$ cat config.mk
export PLATFORM = sky130hd
export DESIGN_NAME = poly_pipeline
export DESIGN_NICKNAME = d
export VERILOG_FILES = /design/src/rtl/poly_pkg.sv /design/src/rtl/poly_pipeline_stage.sv /design/src/rtl/poly_pipeline.sv
export SDC_FILE = /design/constraint.sdc
export NUM_CORES = 1
export LEC_CHECK = 0
export ABC_AREA = 1
export BUFFER_PORTS_ARGS = -buffer_cell sky130_fd_sc_hd__buf_2
export CAP_MARGIN = 15
export CELL_PAD_IN_SITES_DETAIL_PLACEMENT = 0
export CELL_PAD_IN_SITES_GLOBAL_PLACEMENT = 2
export CORE_MARGIN = 5
export CORE_UTILIZATION = 41
export DETAILED_ROUTE_END_ITERATION = 6
export PLACE_DENSITY = 0.94
export SLEW_MARGIN = 5
export SYNTH_ARGS = -nofsm -noshare
export SYNTH_HDL_FRONTEND = slang
export SYNTH_SLANG_ARGS = --single-unit
$ cat constraint.sdc
create_clock -name clk -period 10 [get_ports clk]
set_input_delay 3 -clock clk [delete_from_list [all_inputs] [get_ports clk]]
set_output_delay 3 -clock clk [all_outputs]
set_load 0.02 [all_outputs]
$ cat src/rtl/poly_pkg.sv
// poly_pkg -- shared constants and narrowing helpers for poly_pipeline.
//   Default widths for the evaluator, plus the signed narrowing function
//   used by every Horner stage and by the output register.
//   Optional feature macro: POLY_SAT_EN
//     defined   -> narrow() saturates to the signed range of the target width
//     undefined -> narrow() is two's-complement truncation (wrap), no compares
//   Helpers operate on a fixed 128-bit signed container; callers size-cast
//   the result down to the width they asked for.
package poly_pkg;

  localparam int POLY_W_DEF     = 16;
  localparam int POLY_ORDER_DEF = 2;
  localparam int POLY_ACC_W_DEF = 32;

  // Widest value any caller may hand to narrow(); ACC_W+W must fit.
  localparam int NARROW_MAXW = 128;

  typedef logic signed [NARROW_MAXW-1:0] wide_t;

  // Keep the low w bits and sign-extend them back over the container.
  function automatic wide_t trunc_narrow(input wide_t v, input int w);
    wide_t r;
    r = v <<< (NARROW_MAXW - w);
    r = r >>> (NARROW_MAXW - w);
    return r;
  endfunction

`ifdef POLY_SAT_EN
  // Clamp to [-2^(w-1), 2^(w-1)-1]; the minimum is the bitwise complement
  // of the maximum in two's complement.
  function automatic wide_t sat_narrow(input wide_t v, input int w);
    wide_t one;
    wide_t hi;
    wide_t lo;
    one = wide_t'(1);
    hi  = (one <<< (w - 1)) - one;
    lo  = ~hi;
    if (v > hi) return hi;
    if (v < lo) return lo;
    return v;
  endfunction

  function automatic wide_t narrow(input wide_t v, input int w);
    return sat_narrow(v, w);
  endfunction
`else
  function automatic wide_t narrow(input wide_t v, input int w);
    return trunc_narrow(v, w);
  endfunction
`endif

endpackage

$ cat src/rtl/poly_pipeline_stage.sv
// poly_stage -- one Horner multiply-add stage of poly_pipeline.
//   acc_out <= narrow_ACC_W(acc_in * x_in + coef), x_out <= x_in,
//   v_out <= v_in, all gated by the global advance `adv`.
//   Ports:
//     clk, rst        clock, synchronous active-high reset
//     adv             pipeline advance (0 = hold everything)
//     v_in/x_in/acc_in   previous stage valid, sample, accumulator
//     coef            coefficient for this order, c[ORDER-k]
//     v_out/x_out/acc_out registered stage outputs
//   Narrowing follows POLY_SAT_EN through poly_pkg::narrow().
module poly_stage
  import poly_pkg::*;
#(
  parameter int W     = POLY_W_DEF,
  parameter int ACC_W = POLY_ACC_W_DEF
) (
  input  logic                    clk,
  input  logic                    rst,
  input  logic                    adv,
  input  logic                    v_in,
  input  logic signed [W-1:0]     x_in,
  input  logic signed [ACC_W-1:0] acc_in,
  input  logic signed [W-1:0]     coef,
  output logic                    v_out,
  output logic signed [W-1:0]     x_out,
  output logic signed [ACC_W-1:0] acc_out
);

  localparam int PW = ACC_W + W;

  // Full-precision product; |acc*x| <= 2^(PW-2) so adding a W-bit
  // coefficient cannot overflow PW bits.
  logic signed [PW-1:0]    mac;
  logic signed [ACC_W-1:0] acc_nxt;

  always_comb begin
    mac     = PW'(acc_in) * PW'(x_in) + PW'(coef);
    acc_nxt = ACC_W'(narrow(wide_t'(mac), ACC_W));
  end

  always_ff @(posedge clk) begin
    if (rst) begin
      v_out   <= 1'b0;
      x_out   <= '0;
      acc_out <= '0;
    end else if (adv) begin
      // Data registers advance even for bubbles; only v_out qualifies them.
      v_out   <= v_in;
      x_out   <= x_in;
      acc_out <= acc_nxt;
    end
  end

endmodule

$ cat src/rtl/poly_pipeline.sv
// poly_pipeline -- fully pipelined Horner polynomial evaluator
//   Y = c[ORDER]*X^ORDER + ... + c[1]*X + c[0]
//   Stage 0 registers X and seeds the accumulator with c[ORDER]; each of
//   ORDER poly_stage instances folds in one more coefficient. Latency is
//   ORDER+1 cycles; one global advance stalls every stage together.
//   Parameters: W (sample/coef/result width), ORDER (>=1), ACC_W (>=2*W)
//   Ports:
//     clk, rst               clock, synchronous active-high reset
//     in_valid/in_ready/X    sample input handshake
//     out_valid/out_ready/Y  result output handshake
//     coef_we/coef_addr/coef_data  coefficient bank write port (c[k])
//     busy                   any stage holds a valid sample
//   Optional feature macro: POLY_SAT_EN (saturating instead of wrapping
//   narrowing in every stage and on Y).
module poly_pipeline
  import poly_pkg::*;
#(
  parameter int W     = POLY_W_DEF,
  parameter int ORDER = POLY_ORDER_DEF,
  parameter int ACC_W = POLY_ACC_W_DEF
) (
  input  logic                       clk,
  input  logic                       rst,
  input  logic                       in_valid,
  output logic                       in_ready,
  input  logic signed [W-1:0]        X,
  output logic                       out_valid,
  input  logic                       out_ready,
  output logic signed [W-1:0]        Y,
  input  logic                       coef_we,
  input  logic [$clog2(ORDER+1)-1:0] coef_addr,
  input  logic signed [W-1:0]        coef_data,
  output logic                       busy
);

  localparam int AW = $clog2(ORDER + 1);

  if (ORDER < 1)          begin : g_bad_order $error("ORDER must be >= 1"); end
  if (ACC_W < 2 * W)      begin : g_bad_accw  $error("ACC_W must be >= 2*W"); end
  if (ACC_W + W > NARROW_MAXW) begin : g_bad_wide $error("ACC_W+W exceeds narrowing container"); end

  // Coefficient bank, c[k] at index k.
  logic signed [W-1:0] coef_q [ORDER+1];

  // Stage chains; index 0 is the input register, ORDER is the output.
  logic [ORDER:0]            vld_pipe;
  logic [ORDER:0][W-1:0]     x_pipe;
  logic [ORDER:0][ACC_W-1:0] acc_pipe;

  logic adv;
  logic accept;

  assign out_valid = vld_pipe[ORDER];
  assign adv       = !out_valid || out_ready;
  assign in_ready  = adv;
  assign accept    = in_valid && adv;
  assign busy      = |vld_pipe;

  // Addresses above ORDER match no entry and are dropped.
  always_ff @(posedge clk) begin
    if (rst) begin
      for (int k = 0; k <= ORDER; k++) coef_q[k] <= '0;
    end else if (coef_we) begin
      for (int k = 0; k <= ORDER; k++)
        if (coef_addr == AW'(k)) coef_q[k] <= coef_data;
    end
  end

  // Stage 0: capture X and seed the accumulator with the leading coefficient.
  always_ff @(posedge clk) begin
    if (rst) begin
      vld_pipe[0] <= 1'b0;
      x_pipe[0]   <= '0;
      acc_pipe[0] <= '0;
    end else if (accept) begin
      vld_pipe[0] <= 1'b1;
      x_pipe[0]   <= X;
      acc_pipe[0] <= ACC_W'(coef_q[ORDER]);
    end else if (adv) begin
      vld_pipe[0] <= 1'b0;
    end
  end

  for (genvar g = 1; g <= ORDER; g++) begin : g_stage
    poly_stage #(
      .W     (W),
      .ACC_W (ACC_W)
    ) u_stage (
      .clk     (clk),
      .rst     (rst),
      .adv     (adv),
      .v_in    (vld_pipe[g-1]),
      .x_in    (x_pipe[g-1]),
      .acc_in  (acc_pipe[g-1]),
      .coef    (coef_q[ORDER-g]),
      .v_out   (vld_pipe[g]),
      .x_out   (x_pipe[g]),
      .acc_out (acc_pipe[g])
    );
  end

  // Output narrowing is combinational off the last stage register, so Y
  // reads 0 straight out of reset.
  always_comb begin
    Y = W'(narrow(wide_t'($signed(acc_pipe[ORDER])), W));
  end

endmodule

==> summary.txt <==
Status = complete, no violations
CTS tree = yes
Post-CTS Repair Setup Buffers = 0
Period utilisation layout = 65.27%
Area growth from synthesis to layout = 7.298%
Drt initial violations = 576
Worst Tran Pin Value = 1.008 ns
Final Setup Violations = 0
Tmin final = 6.527 ns
Startpoint types = input pin
CP most frequent cell = buf_2
CP max-delay cell = buf_2
Post-synthesis register bit count = 131
Post-synth ARST share = 0%
First-pass DRT Iterations = 5
CP max stage delay = 0.17 ns
Hold crit path type = flip-flop to flip-flop
Syn_nets = 2369
Internal = 0.001458 W
Clock power frac = 25.4%
EDFF count, synth = 48
Die Y-Extent = 201.3 µm
Hold Path Depth = 2
Relative slew slack = 32.68%
Synth warnings = 0
Largest family of logic cells by synthesized area = adder cells
Fraction of layout cells with a size suffix above 1 = 6.008%
Root buffer cell = clkbuf_16
Net Sw Power = 0.001173 W
Crit. End Element = output pin
Synth cell types = 37
Buffers on Ports = 57
Fin. Hold Viols = 0
Post-route DRC = 0
Max FO, Critical Path = 3
Worst path buffer plus inverter count = 3
First-pass GRT wire length = 62270 µm
Worst Path Required = 7.00 ns
Via density = 4.603
Fill count = 3711
CTS sink cnt = 131
Flop pwr share = 28.8%
Gr ovfl total = 0
Mux cell area share after synthesis = 0%
Crit Path Category = input pin to output pin
Initial Util = 41.27%
Synth Area in Adders = 35.83%
Cts-stage hold buffer count = 0
CP Cell Sequence = buf_2 > nor2_2 > inv_2 > buf_2
Antenna Nets Post-Route = 0
Final HPWL DP = 28950 µm
Routed length per instance = 14.89 µm
Final wirelength = 36970 µm
Longest Clk Path Bufs = 2
Top FF cell, synth = dfxtp_1
# rows = 70
Worst skew pair latency = 0.45 ns
# nets final = 2358
H-tree depth = 4
Crit path DAT = 3.53 ns
Top delay family on crit path = buffers and inverters
Crit path depth = 4
Die X = 201.3 µm
Simple-gate share of the synthesized area = 17.86%
Top Ports = 58
Post-synthesis compound-gate area fraction = 5.246%
Unrepaired setup endpoints after global routing = no
Worst vdd ir = 0.1682 mV
Number of global-route vias before repair = 12042
Core Area = 36350 µm²
Via count = 11429
Mapped Area = 15000 µm²
Antenna violations before repair = 0
Max Cap Viol = 0
Final hold slack = 0.4748 ns
Worst R2R Path Depth = 24
GRT Total Usage = 19.17%
Comb power frac = 45.8%
Synth Area per Inst = 7.456 µm²
Post-Synth XOR/XNOR Area = 1.393%
Full die area = 40520 µm²
Synthesized instance count = 2012
Sequential share of the synthesized area = 20.68%
Fin Setup TNS = 0 ns
Net Sw Frac = 44.58%
Clk_skew = 0.01369 ns
Pwr Density = 163.5 nW/µm²
Resize count post-CTS = 0
Largest net degree at the start of global routing = 86
Total CTS buffers = 17
LEAKAGE = 9.663 nW
Clk slew on worst S/H paths = 0.06 ns
Slew Viols, Final = 0
Placer congestion estimate = 0.8450
Max Freq = 0.1532 GHz
## logic make-up (layout without fill, tap and decap cells)
kind of cell,Yosys count,count (layout)
and+or+nand+nor,669,669
other,0,1
AOI/OAI and AO/OA,142,142
DFF,131,131
adders and majority gates,318,318
xor gates and xnor gates,23,23
buffers and inverters,729,731
## synthesized netlist by cell type, types with 20 or more instances
| cell type | n | area, µm² |
|---|---|---|
| inv_1 | 629 | 2361 |
| nand2_1 | 430 | 1614 |
| fa_1 | 186 | 3724 |
| nor2_1 | 150 | 563.0 |
| ha_1 | 132 | 1652 |
| dfxtp_1 | 83 | 1662 |
| o21ai_0 | 82 | 410.4 |
| nand3_1 | 58 | 290.3 |
| clkbuf_1 | 55 | 206.5 |
| edfxtp_1 | 48 | 1441 |
| a21oi_1 | 26 | 130.1 |
| buf_4 | 20 | 150.1 |
## worst min-delay path: stages (launching register included)
cell,delay [ns]
dfxtp_1,0.32
nor2_1,0.04
nor2_1,0.08
## stage by stage
step,util [%],power (W),area (µm²),worst slack (ns),instances
2_1_floorplan,-,0.001673,15000,3.451,2012
3_3_place_gp,42.52,0.001972,15460,3.437,2449
3_5_place_dp,42.60,0.001993,15480,3.450,2450
4_1_cts,44.28,0.002673,16090,3.450,2482
5_1_grt,44.28,0.002890,16090,3.432,2482
6_report,44.29,0.002632,16100,3.473,2483
## worst paths after layout
kind	start	endpoint	slack (ns)
worst max-delay path	out_ready	in_ready	3.47
worst min-delay path	g_stage[2].u_stage.acc_out[2]	g_stage[2].u_stage.acc_out[2]	0.47
worst max register to register	x_pipe[1]	g_stage[1].u_stage.acc_out[14]	4.30
worst min register to register	g_stage[2].u_stage.acc_out[2]	g_stage[2].u_stage.acc_out[2]	0.47
## sequential cells by signal (all words and copies together), names as in the netlist
register                 cells
x_pipe                      16
vld_pipe                     1
acc_pipe                    16
g_stage.u_stage.acc_out     32
coef_q                      48
g_stage.u_stage.x_out       16
g_stage.u_stage.v_out        2
## final cells by class
cell class | instances | area [µm²] | share of cell area [%]
multi-input combinational | 1152 | 9054 | 56.25
timing repair buffer | 64 | 357.8 | 2.223
clock buffer | 17 | 425.4 | 2.643
tap | 468 | 585.6 | 3.638
sequential | 131 | 3103 | 19.28
inverter | 635 | 2384 | 14.81
clock inverter | 15 | 185.2 | 1.150
antenna | 1 | 2.502 | 0.01555
## routing by layer
metal / track usage [%] / wire length, µm / up-vias
li1: - / - / 5758
met1: 24.81 / 17160 / 5465
met2: 33.56 / 17970 / 168
met5: 0 / 0 / -
met3: 2.836 / 1148 / 38
met4: 5.396 / 690 / 0
## power by group through the flow
stage          clock (W)  sequential, W  combinational, W
2_1_floorplan          0       0.000673          0.000999
3_3_place_gp           0       0.000770           0.00120
4_1_cts         0.000683       0.000759           0.00123
3_5_place_dp           0       0.000771           0.00122
5_1_grt         0.000708       0.000773           0.00141
6_report        0.000668       0.000758           0.00121
## placed cells by master (no fill, tap or decap), types with 2 or more instances in the layout
cell type / count
o21ai_1: 2
xnor2_1: 8
and2_1: 2
a21o_1: 4
clkinvlp_4: 2
fa_1: 186
inv_2: 7
clkbuf_16: 17
buf_4: 6
dfxtp_1: 83
xor2_1: 14
o21ai_0: 82
a21oi_1: 26
ha_1: 132
nor2_1: 149
clkinv_8: 4
nor3_1: 3
edfxtp_1: 48
nand2_1: 430
nand3_1: 58
nand2_4: 3
inv_8: 2
nor2_2: 3
a31oi_1: 4
o21bai_1: 12
inv_1: 628
nand3b_1: 3
buf_2: 57
nand4_1: 7
inv_6: 5
o211ai_1: 9
nand2_2: 8
No activity file was read; power rests on OpenSTA's default activity.
